[src/rtl/alu_cmd_sequencer.sv]
// ---------------------------------------------------------------------------
// alu_cmd_sequencer
//
// Command-side initiator for the registered 16-bit ALU (ALU_16B). Commands
// are buffered in a small FIFO. Each command is driven onto the ALU
// operand/function inputs and held while the ALU's clocked latency runs out.
// The ALU result and flags are then captured and returned over a response
// handshake, so upstream logic never has to time the ALU itself.
//
// Handshake semantics (both CMD_* and RSP_*): a transfer happens on a rising
// CLK edge where VALID and READY are both high. A producer that raises VALID
// keeps it and its payload stable until that transfer. READY may depend
// combinationally only on local state, never on the partner's VALID.
//
// Parameters
//   DEPTH   : command FIFO entries (power of two, >= 2)
//   ALU_LAT : clock edges from ALU operand sampling to valid ALU_OUT/flags (>= 1)
//
// Optional feature macro: ALU_SEQ_CHECK_EN
//   defined   : captured flags are checked against the flag class expected
//               for the issued function; any mismatch sets sticky ERR.
//   undefined : no check logic, ERR tied low.
//
// Ports
//   CLK, RST                 : clock (rising edge), async active-low reset
//   CMD_VALID/CMD_READY      : command handshake (READY = FIFO not full)
//   CMD_A, CMD_B, CMD_FUN    : command payload
//   A, B, ALU_FUN            : drive the ALU inputs (ALU_FUN = 4'b1111 is NOP)
//   ALU_OUT, *_Flag          : ALU result and flags
//   RSP_VALID/RSP_READY      : response handshake
//   RSP_DATA, RSP_FLAGS      : captured result, {Shift,CMP,Logic,Arith,Carry}
//   ERR                      : sticky flag-class mismatch
//   o_dbg_state              : current FSM state (IDLE=0, ISSUE=1, RESP=2)
// ---------------------------------------------------------------------------
module alu_cmd_sequencer #(
  parameter int DEPTH   = 4,
  parameter int ALU_LAT = 1
) (
  input  logic        CLK,
  input  logic        RST,
  input  logic        CMD_VALID,
  output logic        CMD_READY,
  input  logic [15:0] CMD_A,
  input  logic [15:0] CMD_B,
  input  logic [3:0]  CMD_FUN,
  output logic [15:0] A,
  output logic [15:0] B,
  output logic [3:0]  ALU_FUN,
  input  logic [15:0] ALU_OUT,
  input  logic        Carry_Flag,
  input  logic        Arith_Flag,
  input  logic        Logic_Flag,
  input  logic        CMP_Flag,
  input  logic        Shift_Flag,
  output logic        RSP_VALID,
  input  logic        RSP_READY,
  output logic [15:0] RSP_DATA,
  output logic [4:0]  RSP_FLAGS,
  output logic        ERR,
  output logic [1:0]  o_dbg_state
);

  localparam int AW = (DEPTH > 1) ? $clog2(DEPTH) : 1;
  localparam int CW = $clog2(DEPTH + 1);
  localparam int LW = (ALU_LAT > 0) ? $clog2(ALU_LAT + 1) : 1;

  localparam logic [3:0] FUN_NOP = 4'b1111;

  typedef enum logic [1:0] {
    ST_IDLE  = 2'd0,
    ST_ISSUE = 2'd1,
    ST_RESP  = 2'd2
  } state_t;

  // ---------------------------------------------------------------------
  // Command FIFO
  // ---------------------------------------------------------------------
  logic [35:0]   r_mem [DEPTH];
  logic [AW-1:0] r_wr_ptr;
  logic [AW-1:0] r_rd_ptr;
  logic [CW-1:0] r_count;

  logic          w_full;
  logic          w_empty;
  logic          w_push;
  logic          w_pop;
  logic [35:0]   w_head;

  // Full/empty come from the registered count only, so a command pushed at
  // an edge cannot be popped before the following edge (no bypass).
  assign w_full    = (r_count == CW'(DEPTH));
  assign w_empty   = (r_count == '0);
  assign CMD_READY = ~w_full;
  assign w_push    = CMD_VALID & ~w_full;
  assign w_head    = r_mem[r_rd_ptr];

  // Storage carries no reset: the pointers and count define what is valid.
  always_ff @(posedge CLK) begin
    if (w_push) begin
      r_mem[r_wr_ptr] <= {CMD_FUN, CMD_B, CMD_A};
    end
  end

  // DEPTH is a power of two, so the pointers wrap naturally.
  always_ff @(posedge CLK or negedge RST) begin
    if (!RST) begin
      r_wr_ptr <= '0;
      r_rd_ptr <= '0;
      r_count  <= '0;
    end else begin
      if (w_push) r_wr_ptr <= r_wr_ptr + AW'(1);
      if (w_pop)  r_rd_ptr <= r_rd_ptr + AW'(1);
      case ({w_push, w_pop})
        2'b10:   r_count <= r_count + CW'(1);
        2'b01:   r_count <= r_count - CW'(1);
        default: r_count <= r_count;
      endcase
    end
  end

  // ---------------------------------------------------------------------
  // Issue/response FSM
  // ---------------------------------------------------------------------
  state_t        r_state;
  state_t        w_state_nxt;
  logic          w_capture;
  logic          w_rsp_done;
  logic          w_cnt_dec;
  logic [LW-1:0] r_cnt;

  always_ff @(posedge CLK or negedge RST) begin
    if (!RST) r_state <= ST_IDLE;
    else      r_state <= w_state_nxt;
  end

  always_comb begin
    w_state_nxt = r_state;
    w_pop       = 1'b0;
    w_capture   = 1'b0;
    w_rsp_done  = 1'b0;
    w_cnt_dec   = 1'b0;
    case (r_state)
      ST_IDLE: begin
        if (!w_empty) begin
          w_pop       = 1'b1;
          w_state_nxt = ST_ISSUE;
        end
      end
      ST_ISSUE: begin
        if (r_cnt != '0) begin
          w_cnt_dec = 1'b1;
        end else begin
          w_capture   = 1'b1;
          w_state_nxt = ST_RESP;
        end
      end
      ST_RESP: begin
        if (RSP_READY) begin
          w_rsp_done = 1'b1;
          if (!w_empty) begin
            w_pop       = 1'b1;
            w_state_nxt = ST_ISSUE;
          end else begin
            w_state_nxt = ST_IDLE;
          end
        end
      end
      default: w_state_nxt = ST_IDLE;
    endcase
  end

  assign o_dbg_state = r_state;

  // ---------------------------------------------------------------------
  // Operand registers and latency counter
  // ---------------------------------------------------------------------
  logic [15:0] r_a;
  logic [15:0] r_b;
  logic [3:0]  r_fun;

  // A/B keep their last issued values; only the function returns to NOP.
  always_ff @(posedge CLK or negedge RST) begin
    if (!RST) begin
      r_a   <= '0;
      r_b   <= '0;
      r_fun <= FUN_NOP;
      r_cnt <= '0;
    end else if (w_pop) begin
      r_a   <= w_head[15:0];
      r_b   <= w_head[31:16];
      r_fun <= w_head[35:32];
      r_cnt <= LW'(ALU_LAT);
    end else begin
      if (w_capture) r_fun <= FUN_NOP;
      if (w_cnt_dec) r_cnt <= r_cnt - LW'(1);
    end
  end

  assign A       = r_a;
  assign B       = r_b;
  assign ALU_FUN = r_fun;

  // ---------------------------------------------------------------------
  // Response register
  // ---------------------------------------------------------------------
  logic        r_rsp_valid;
  logic [15:0] r_rsp_data;
  logic [4:0]  r_rsp_flags;

  always_ff @(posedge CLK or negedge RST) begin
    if (!RST) begin
      r_rsp_valid <= 1'b0;
      r_rsp_data  <= '0;
      r_rsp_flags <= '0;
    end else if (w_capture) begin
      r_rsp_valid <= 1'b1;
      r_rsp_data  <= ALU_OUT;
      r_rsp_flags <= {Shift_Flag, CMP_Flag, Logic_Flag, Arith_Flag, Carry_Flag};
    end else if (w_rsp_done) begin
      r_rsp_valid <= 1'b0;
    end
  end

  assign RSP_VALID = r_rsp_valid;
  assign RSP_DATA  = r_rsp_data;
  assign RSP_FLAGS = r_rsp_flags;

  // ---------------------------------------------------------------------
  // Optional flag-class check
  // ---------------------------------------------------------------------
`ifdef ALU_SEQ_CHECK_EN
  logic [3:0] w_exp_class;   // {Shift, CMP, Logic, Arith}; Carry is not checked
  logic       w_mismatch;
  logic       r_err;

  // r_fun still holds the issued function at the capture edge.
  always_comb begin
    w_exp_class = 4'b0000;
    if (r_fun <= 4'd3)       w_exp_class = 4'b0001;
    else if (r_fun <= 4'd9)  w_exp_class = 4'b0010;
    else if (r_fun <= 4'd12) w_exp_class = 4'b0100;
    else if (r_fun <= 4'd14) w_exp_class = 4'b1000;
    else                     w_exp_class = 4'b0000;
  end

  assign w_mismatch = ({Shift_Flag, CMP_Flag, Logic_Flag, Arith_Flag} != w_exp_class);

  always_ff @(posedge CLK or negedge RST) begin
    if (!RST)                         r_err <= 1'b0;
    else if (w_capture && w_mismatch) r_err <= 1'b1;
  end

  assign ERR = r_err;
`else
  assign ERR = 1'b0;
`endif

endmodule
[config.mk]
export PLATFORM = sky130hd
export DESIGN_NAME = alu_cmd_sequencer
export DESIGN_NICKNAME = d
export VERILOG_FILES = /design/src/rtl/alu_cmd_sequencer.sv
export SDC_FILE = /design/constraint.sdc
export NUM_CORES = 1
export LEC_CHECK = 0
export ABC_AREA = 1
export ABC_CLOCK_PERIOD_IN_PS = 6930
export CORE_MARGIN = 2
export CORE_UTILIZATION = 25
export DETAILED_ROUTE_END_ITERATION = 6
export PLACE_DENSITY = 0.51
export REMOVE_ABC_BUFFERS = 1
export SLEW_MARGIN = 5
export SYNTH_ARGS = -nofsm -noshare
export SYNTH_HDL_FRONTEND = slang
export SYNTH_SLANG_ARGS = --single-unit
export TNS_END_PERCENT = 20
[constraint.sdc]
create_clock -name CLK -period 6.93 [get_ports CLK]
set_input_delay 0.693 -clock CLK [delete_from_list [all_inputs] [get_ports CLK]]
set_output_delay 0.693 -clock CLK [all_outputs]
set_load 0.03 [all_outputs]
==> results of run 1 <==
-- cells by family after synthesis --
kind of cell,synth area share [%]
buffers and inverters,6.47
other,0.0435
adders and majority gates,0.958
AOI/OAI and AO/OA,3.13
xor gates and xnor gates,0.508
and+or+nand+nor,18.9
DFF,69.9
-- flip-flops by register name, summed over array words and instances, names as in the netlist --
name and flops:
RSP_VALID 1, RSP_DATA 16, r_wr_ptr 2, B 16, r_count 3, r_cnt 1
ALU_FUN 4, r_mem 144, A 16, RSP_FLAGS 5, r_rd_ptr 2, o_dbg_state 2
-- worst max-delay path: stages --
cell,delay (ns)
sky130_fd_sc_hd__clkdlybuf4s50_1,0.48
sky130_fd_sc_hd__inv_1,0.05
sky130_fd_sc_hd__nand2_1,0.08
sky130_fd_sc_hd__nand2_2,0.07
sky130_fd_sc_hd__nor2_4,0.75
sky130_fd_sc_hd__ha_1,0.28
sky130_fd_sc_hd__inv_1,0.08
sky130_fd_sc_hd__fa_1,0.38
sky130_fd_sc_hd__nor2_1,0.12
sky130_fd_sc_hd__nor2_1,0.04
sky130_fd_sc_hd__nand2_1,0.07
sky130_fd_sc_hd__xor2_1,0.13
-- metal layers --
layer  part of all wire [%]  vias up  GRT usage [%]
met3                    5.6       28           2.21
met2                     47      125           17.9
met1                     46     2509           13.9
li1                       -     2807              -
met5                  0.069        -              0
met4                    2.0        2           2.62
-- worst paths after layout --
kind,depth (start not counted),startpoint,to
min,1,RST,RSP_VALID$_DFFE_PN0P_
min in group CLK,2,RSP_FLAGS[2]$_DFFE_PN0P_,RSP_FLAGS[2]$_DFFE_PN0P_
min reg2reg,2,RSP_FLAGS[2]$_DFFE_PN0P_,RSP_FLAGS[2]$_DFFE_PN0P_
max in group asynchronous,2,RST,r_rd_ptr[0]$_DFFE_PN0P_
max reg2reg,10,o_dbg_state[0]$_DFFE_PN0P_,r_count[2]$_DFFE_PN0P_
max,12,RSP_READY,r_count[2]$_DFFE_PN0P_
-- synth_stat cells --
cell	count	area, um^2
sky130_fd_sc_hd__a21oi_1	3	15.0
sky130_fd_sc_hd__buf_2	20	100
sky130_fd_sc_hd__buf_4	11	82.6
sky130_fd_sc_hd__buf_6	3	33.8
sky130_fd_sc_hd__clkbuf_1	3	11.3
sky130_fd_sc_hd__conb_1	1	3.75
sky130_fd_sc_hd__dfrtp_1	64	1600
sky130_fd_sc_hd__dfstp_2	4	105
sky130_fd_sc_hd__edfxtp_1	144	4320
sky130_fd_sc_hd__fa_1	1	20.0
sky130_fd_sc_hd__ha_1	5	62.6
sky130_fd_sc_hd__inv_1	86	323
sky130_fd_sc_hd__inv_2	2	7.51
sky130_fd_sc_hd__nand2_1	304	1140
sky130_fd_sc_hd__nand2_2	3	18.8
sky130_fd_sc_hd__nand3_1	35	175
sky130_fd_sc_hd__nand3_2	1	10.0
sky130_fd_sc_hd__nor2_1	71	267
sky130_fd_sc_hd__nor2_4	2	22.5
sky130_fd_sc_hd__o211ai_1	32	240
sky130_fd_sc_hd__o21ai_0	2	10.0
sky130_fd_sc_hd__o21ai_1	1	5.00
sky130_fd_sc_hd__xnor2_1	2	17.5
sky130_fd_sc_hd__xor2_1	3	26.3
-- where the power goes --
| group | internal [W] | total (W) | switching (W) |
|---|---|---|---|
| registers | 0.00176 | 0.00192 | 0.000163 |
| clock network | 0.000757 | 0.00125 | 0.000488 |
| logic | 0.000695 | 0.00203 | 0.00133 |
-- area by class of cell --
| type | count | area share, % |
|---|---|---|
| Inverter | 88 | 2.99 |
| Clock inverter | 11 | 1.27 |
| Clock buffer | 31 | 5.76 |
| Timing Repair Buffer | 128 | 11.4 |
| Multi-Input combinational cell | 466 | 18.7 |
| Tap cell | 455 | 5.16 |
| Sequential cell | 212 | 54.7 |
-- metrics by stage --
stage	hold slack [ns]	instances
after floorplan	0.397	766
after global placement	0.454	1349
after detailed placement	0.459	1349
after CTS	0.144	1391
after global routing	0.160	1391
final	0.143	1391
-- cell usage in the layout (no fill, tap or decap), types with 4 or more instances in the layout --
cell type and n:
sky130_fd_sc_hd__edfxtp_1 144, sky130_fd_sc_hd__nor2_4 6, sky130_fd_sc_hd__dfrtp_1 63, sky130_fd_sc_hd__nand2_1 303
sky130_fd_sc_hd__o211ai_1 32, sky130_fd_sc_hd__clkbuf_1 5, sky130_fd_sc_hd__buf_4 8, sky130_fd_sc_hd__inv_1 86
sky130_fd_sc_hd__nor2_1 67, sky130_fd_sc_hd__ha_1 5, sky130_fd_sc_hd__dfstp_2 4, sky130_fd_sc_hd__clkinv_1 4
sky130_fd_sc_hd__clkdlybuf4s50_1 120, sky130_fd_sc_hd__nand2_2 4, sky130_fd_sc_hd__nand3_1 35, sky130_fd_sc_hd__clkbuf_16 23
==> out/qor.log, run 1 <==
INFO  outcome        outcome=finished, final reports clean
INFO  clock_network  clock_network_latency_to_the_later_pin_of_the_worst_skew_pair=0.52ns
INFO  clock_network  path_clk_slew=0.06ns
INFO  logic_synthesis synth-warning-count=0
INFO  floorplanning  die-area=36,000um^2
INFO  drt            vias_per_cell=3.93
INFO  floorplanning  start_util=25.1%
INFO  timing         worst-slew-pin-transition=1.07ns
INFO  logic_synthesis synth.distinct_cells=24
INFO  logic_synthesis post_synth_inst_count=803
INFO  floorplanning  die-width=190um
INFO  timing         finalSetupViolCount=0
INFO  critical_path  cp_data_required_time=7.36ns
INFO  clock_network  cts_hold_bufs=0
INFO  logic_synthesis synth_seq_cells=212
INFO  final_layout   areaGrowthSynthToFinish=28.0%
INFO  grt            largest_net_degree_at_the_start_of_global_routing=114
INFO  floorplanning  chipHeight=190um
INFO  timing         final_min_period_over_clock_period=40.5%
INFO  final_layout   final.fill_count=3,445
INFO  timing         fin_worst_skew=0.0184ns
INFO  drt            drcViolationCount=0
INFO  critical_path  endpoint_kind=register
INFO  drt            post_drt_wl_per_cell=13.4um
INFO  timing         final_hold_viol_count=0
INFO  drt            routed_wirelength=18,700um
INFO  critical_path  path_type_of_the_worst_setup_path=in2reg
INFO  critical_path  reg2reg_setup_slack=4.34ns
INFO  drt            route.antenna.remaining_nets=0
INFO  timing         final_period_minus_worst_setup_slack=2.81ns
INFO  floorplanning  row_count=68
INFO  final_layout   final_core_util=32.2%
INFO  power_and_ir_drop power=0.00520W
INFO  drt            first_pass_iters=4
INFO  clock_network  postCtsSetupRepairBufs=0
INFO  placement      post-dp-hpwl=11,300um
INFO  final_layout   multi_input_logic_area=2070um^2
INFO  grt            grt_antenna_before_repair=1
INFO  placement      dp_worst_setup_slack=3.55ns
INFO  grt            grt-ovfl-total=0
INFO  clock_network  cts_max_path_buffers=3
INFO  timing         worst_slew_margin_rel=28.8%
INFO  logic_synthesis synth_sequential_area_ratio=69.9%
INFO  critical_path  cp_data_arrival_time=3.24ns
INFO  grt            first_global_vias=5,411
INFO  final_layout   postLayoutCellArea=11,000um^2
INFO  clock_network  tritoncts_num_sinks=212
INFO  critical_path  crit_path_max_fanout=37
INFO  final_layout   layout.area.seq=6030um^2
INFO  clock_network  htree_levels=1
INFO  power_and_ir_drop powerDensity=471nW/um^2
INFO  placement      globalplace.congestion=0.704
INFO  logic_synthesis syn-mean-instance-area=10.7um^2
INFO  min_path       hp-class=in2async
INFO  final_layout   antenna_cells=0
INFO  final_layout   drive_above_1_share=6.30%
INFO  floorplanning  pin_count=123
INFO  clock_network  post_cts_resized=0
INFO  floorplanning  floorplan.core_area=34,300um^2
INFO  critical_path  kind_of_launch_point_of_the_worst_setup_path=primary input
INFO  grt            track_usage=10.6%
INFO  drt            dr.first_iter.drc_count=225
INFO  logic_synthesis syn_area=8620um^2
INFO  clock_network  cts_tree=yes
INFO  power_and_ir_drop peakVddDrop=228uV
INFO  run            max-cap-violations=0
INFO  placement      placed_area=10,300um^2
INFO  drt            route.vias.total=5,471
INFO  clock_network  cts_root_buffer=sky130_fd_sc_hd__clkbuf_16
INFO  timing         grt_setup_unrepaired=no
INFO  grt            grt_first_pass_wirelength=30,100um
INFO  timing         finalMaxSlewViolations=0
INFO  placement      place.port_buffers=121
INFO  final_layout   finish.net_count=986
INFO  timing         fmax=356MHz
INFO  timing         setup_total_neg_slack=0ns
INFO  clock_network  cts_inserted_buffers=23
INFO  timing         finalWorstSetupSlack=4.12ns
INFO  power_and_ir_drop leakage=4.66nW
Note: power is estimated with default switching activity, not from simulation.
==> run 2: changes to the inputs <==
--- a/config.mk
+++ b/config.mk
@@ -6,11 +6,11 @@
 export NUM_CORES = 1
 export LEC_CHECK = 0
 export ABC_AREA = 1
-export ABC_CLOCK_PERIOD_IN_PS = 6930
+export ABC_CLOCK_PERIOD_IN_PS = 2400
 export CORE_MARGIN = 2
 export CORE_UTILIZATION = 25
 export DETAILED_ROUTE_END_ITERATION = 6
-export PLACE_DENSITY = 0.51
+export PLACE_DENSITY = 0.52
 export REMOVE_ABC_BUFFERS = 1
 export SLEW_MARGIN = 5
 export SYNTH_ARGS = -nofsm -noshare
==> constraint.sdc (replaced) <==
create_clock -name CLK -period 2.4 [get_ports CLK]
set_input_delay 0.24 -clock CLK [delete_from_list [all_inputs] [get_ports CLK]]
set_output_delay 0.24 -clock CLK [all_outputs]
set_load 0.03 [all_outputs]
==> out/qor.log, run 2 (synthesis results as in run 1) <==
INFO  grt            first_global_vias=5,544
INFO  timing         final_min_period_over_clock_period=83.2%
INFO  drt            route.vias.total=5,626
INFO  critical_path  endpoint_kind=output pin
INFO  clock_network  cts_root_buffer=sky130_fd_sc_hd__clkbuf_16
INFO  outcome        outcome=finished, final reports clean
INFO  power_and_ir_drop powerDensity=1360nW/um^2
INFO  timing         grt_setup_unrepaired=no
INFO  final_layout   final_common_cell=sky130_fd_sc_hd__nand2_1
INFO  critical_path  cp_buf_inv_count=2
INFO  drt            post_drt_wl_per_cell=13.6um
INFO  power_and_ir_drop clkPwrFrac=23.5%
INFO  final_layout   final.fill_count=3,467
INFO  power_and_ir_drop seqPwrFrac=36.6%
INFO  final_layout   largest_reg_flops=144
INFO  critical_path  path_type_of_the_worst_setup_path=reg2out
INFO  drt            vias_per_cell=4.01
INFO  power_and_ir_drop total_switching_power=0.00583W
INFO  final_layout   areaGrowthSynthToFinish=29.8%
INFO  timing         finalSetupViolCount=0
INFO  final_layout   finish.net_count=998
INFO  clock_network  tritoncts_num_sinks=212
INFO  power_and_ir_drop switching_part_of_the_total_power=38.3%
INFO  final_layout   drive_above_1_share=7.69%
INFO  critical_path  cp_data_required_time=2.16ns
INFO  clock_network  clock_network_latency_to_the_later_pin_of_the_worst_skew_pair=0.51ns
INFO  critical_path  crit_path_cell_trace=inv_1 -> nand3_1 -> clkdlybuf4s50_1
INFO  placement      post-dp-hpwl=11,500um
INFO  critical_path  critPathTopFamily=buffers and inverters
INFO  critical_path  r2r_end=r_count[2]$_DFFE_PN0P_
INFO  timing         worst_slew_margin_rel=44.2%
INFO  clock_network  path_clk_slew=0.06ns
INFO  final_layout   postLayoutCellArea=11,200um^2
INFO  floorplanning  start_util=25.1%
INFO  drt            dr.first_iter.drc_count=331
INFO  critical_path  kind_of_launch_point_of_the_worst_setup_path=register
INFO  timing         fin_worst_skew=0.00989ns
INFO  placement      globalplace.congestion=0.715
INFO  min_path       hp-class=in2reg
INFO  floorplanning  row_count=68
INFO  clock_network  cts_max_path_buffers=3
INFO  timing         worst-slew-pin-transition=0.837ns
INFO  grt            grt_first_pass_wirelength=30,200um
INFO  placement      place.port_buffers=121
INFO  clock_network  cts_inserted_buffers=24
INFO  drt            drcViolationCount=0
INFO  final_layout   final_cell_mix=sky130_fd_sc_hd__nand2_1 (303), sky130_fd_sc_hd__edfxtp_1 (144), sky130_fd_sc_hd__clkdlybuf4s50_1 (120)
INFO  drt            route.antenna.remaining_nets=0
INFO  timing         finalWorstSetupSlack=0.403ns
INFO  power_and_ir_drop peakVddDrop=642uV
INFO  clock_network  htree_levels=1
INFO  critical_path  cp_num_cells=3
INFO  power_and_ir_drop leakage=4.73nW
INFO  floorplanning  chipHeight=190um
INFO  grt            largest_net_degree_at_the_start_of_global_routing=59
INFO  critical_path  worstSetupStartpoint=r_count[0]$_DFFE_PN0P_
INFO  floorplanning  die-area=36,000um^2
INFO  floorplanning  pin_count=123
INFO  final_layout   antenna_cells=0
INFO  run            max-cap-violations=0
INFO  clock_network  cts_tree=yes
INFO  placement      placed_area=10,400um^2
INFO  power_and_ir_drop p_int=0.00938W
INFO  critical_path  start_of_the_worst_register_to_register_path=o_dbg_state[0]$_DFFE_PN0P_
INFO  critical_path  critical-path-max-stage-delay=0.61ns
INFO  floorplanning  die-width=190um
INFO  critical_path  cp_data_arrival_time=1.76ns
INFO  drt            first_pass_iters=4
INFO  critical_path  reg2reg_setup_slack=0.64ns
INFO  critical_path  cp-endpoint=CMD_READY
INFO  timing         final_hold_viol_count=0
INFO  grt            grt-ovfl-total=0
INFO  critical_path  crit_path_max_fanout=3
INFO  drt            routed_wirelength=19,000um
INFO  timing         finalMaxSlewViolations=0
INFO  critical_path  r2r_cells=10
INFO  grt            track_usage=10.6%
INFO  timing         final_period_minus_worst_setup_slack=2.00ns
INFO  floorplanning  floorplan.core_area=34,300um^2
INFO  critical_path  crit_slowest_cell=sky130_fd_sc_hd__clkdlybuf4s50_1
INFO  final_layout   registers.top_by_ff_count=r_mem
INFO  clock_network  post_cts_resized=0
INFO  power_and_ir_drop power_frac_comb=40.0%
INFO  grt            grt_antenna_before_repair=1
INFO  placement      dp_worst_setup_slack=0.354ns
INFO  timing         fmax=501MHz
## run 2: how the worst min path moves through the flow
stage,from,end,slack (ns),cells after the start
2_1_floorplan,RST,A[0]$_DFFE_PN0P_,-0.06,0
3_3_place_gp,RST,RSP_DATA[13]$_DFFE_PN0P_,0.40,1
3_5_place_dp,RST,RSP_DATA[13]$_DFFE_PN0P_,0.42,1
4_1_cts,Carry_Flag,RSP_FLAGS[0]$_DFFE_PN0P_,0.29,3
5_1_grt,ALU_OUT[1],RSP_DATA[1]$_DFFE_PN0P_,0.31,3
6_report,Carry_Flag,RSP_FLAGS[0]$_DFFE_PN0P_,0.31,3
## run 2: timing repair
action	4_1_cts	5_1_grt
hold endpoints to repair	52	0
hold buffers	1	0
endpoints found under the setup margin	0	0
setup buffers	0	0
## run 2: through the flow
stage	std cells	hold WS, ns	TNS, ns	power, W	utilization (%)
2_1_floorplan	766	-0.0556	-86.75	0.00936	-
3_3_place_gp	1359	0.405	0	0.0118	30.3
3_5_place_dp	1359	0.423	0	0.0118	30.3
4_1_cts	1404	0.287	0	0.0155	32.6
5_1_grt	1404	0.307	0	0.0163	32.6
6_report	1404	0.312	0	0.0152	32.6
## run 2: power groups by stage
stage | sequential, W | combinational [W] | clock (W)
final | 0.00556 | 0.00608 | 0.00357
after CTS | 0.00557 | 0.00623 | 0.00368
after detailed placement | 0.00563 | 0.00621 | 0
after global placement | 0.00563 | 0.00614 | 0
after floorplan | 0.00672 | 0.00264 | 0
after global routing | 0.00569 | 0.00681 | 0.00383
## run 2: layout make-up
cell class              instances  area [um^2]  share of cell area, %
inverters                      88          330                   2.95
well taps                     455          569                   5.09
multi-input cells             466         2070                   18.5
repair buffers                139         1410                   12.6
clock buffers                  34          699                   6.25
flip-flops and latches        212         6030                   53.9
clock inverters                10         83.8                  0.749
## run 2: per-layer routing
metal  wire length, um  GRT usage [%]  up-vias
met1              9000           14.2     2620
li1                  -              -     2825
met5                13              0        -
met3              1090           2.49       35
met2              8550           17.4      144
met4               375           2.42        2
## run 2: worst reg2reg max path, cell delays in order, from the launching register on
cell and delay (ns):
sky130_fd_sc_hd__dfrtp_1 0.41, sky130_fd_sc_hd__inv_1 0.15, sky130_fd_sc_hd__nand2_2 0.09, sky130_fd_sc_hd__nor2_4 0.11, sky130_fd_sc_hd__ha_1 0.14, sky130_fd_sc_hd__inv_1 0.06, sky130_fd_sc_hd__fa_1 0.38, sky130_fd_sc_hd__nor2_1 0.11
sky130_fd_sc_hd__nor2_1 0.04, sky130_fd_sc_hd__nand2_1 0.07, sky130_fd_sc_hd__xor2_1 0.13
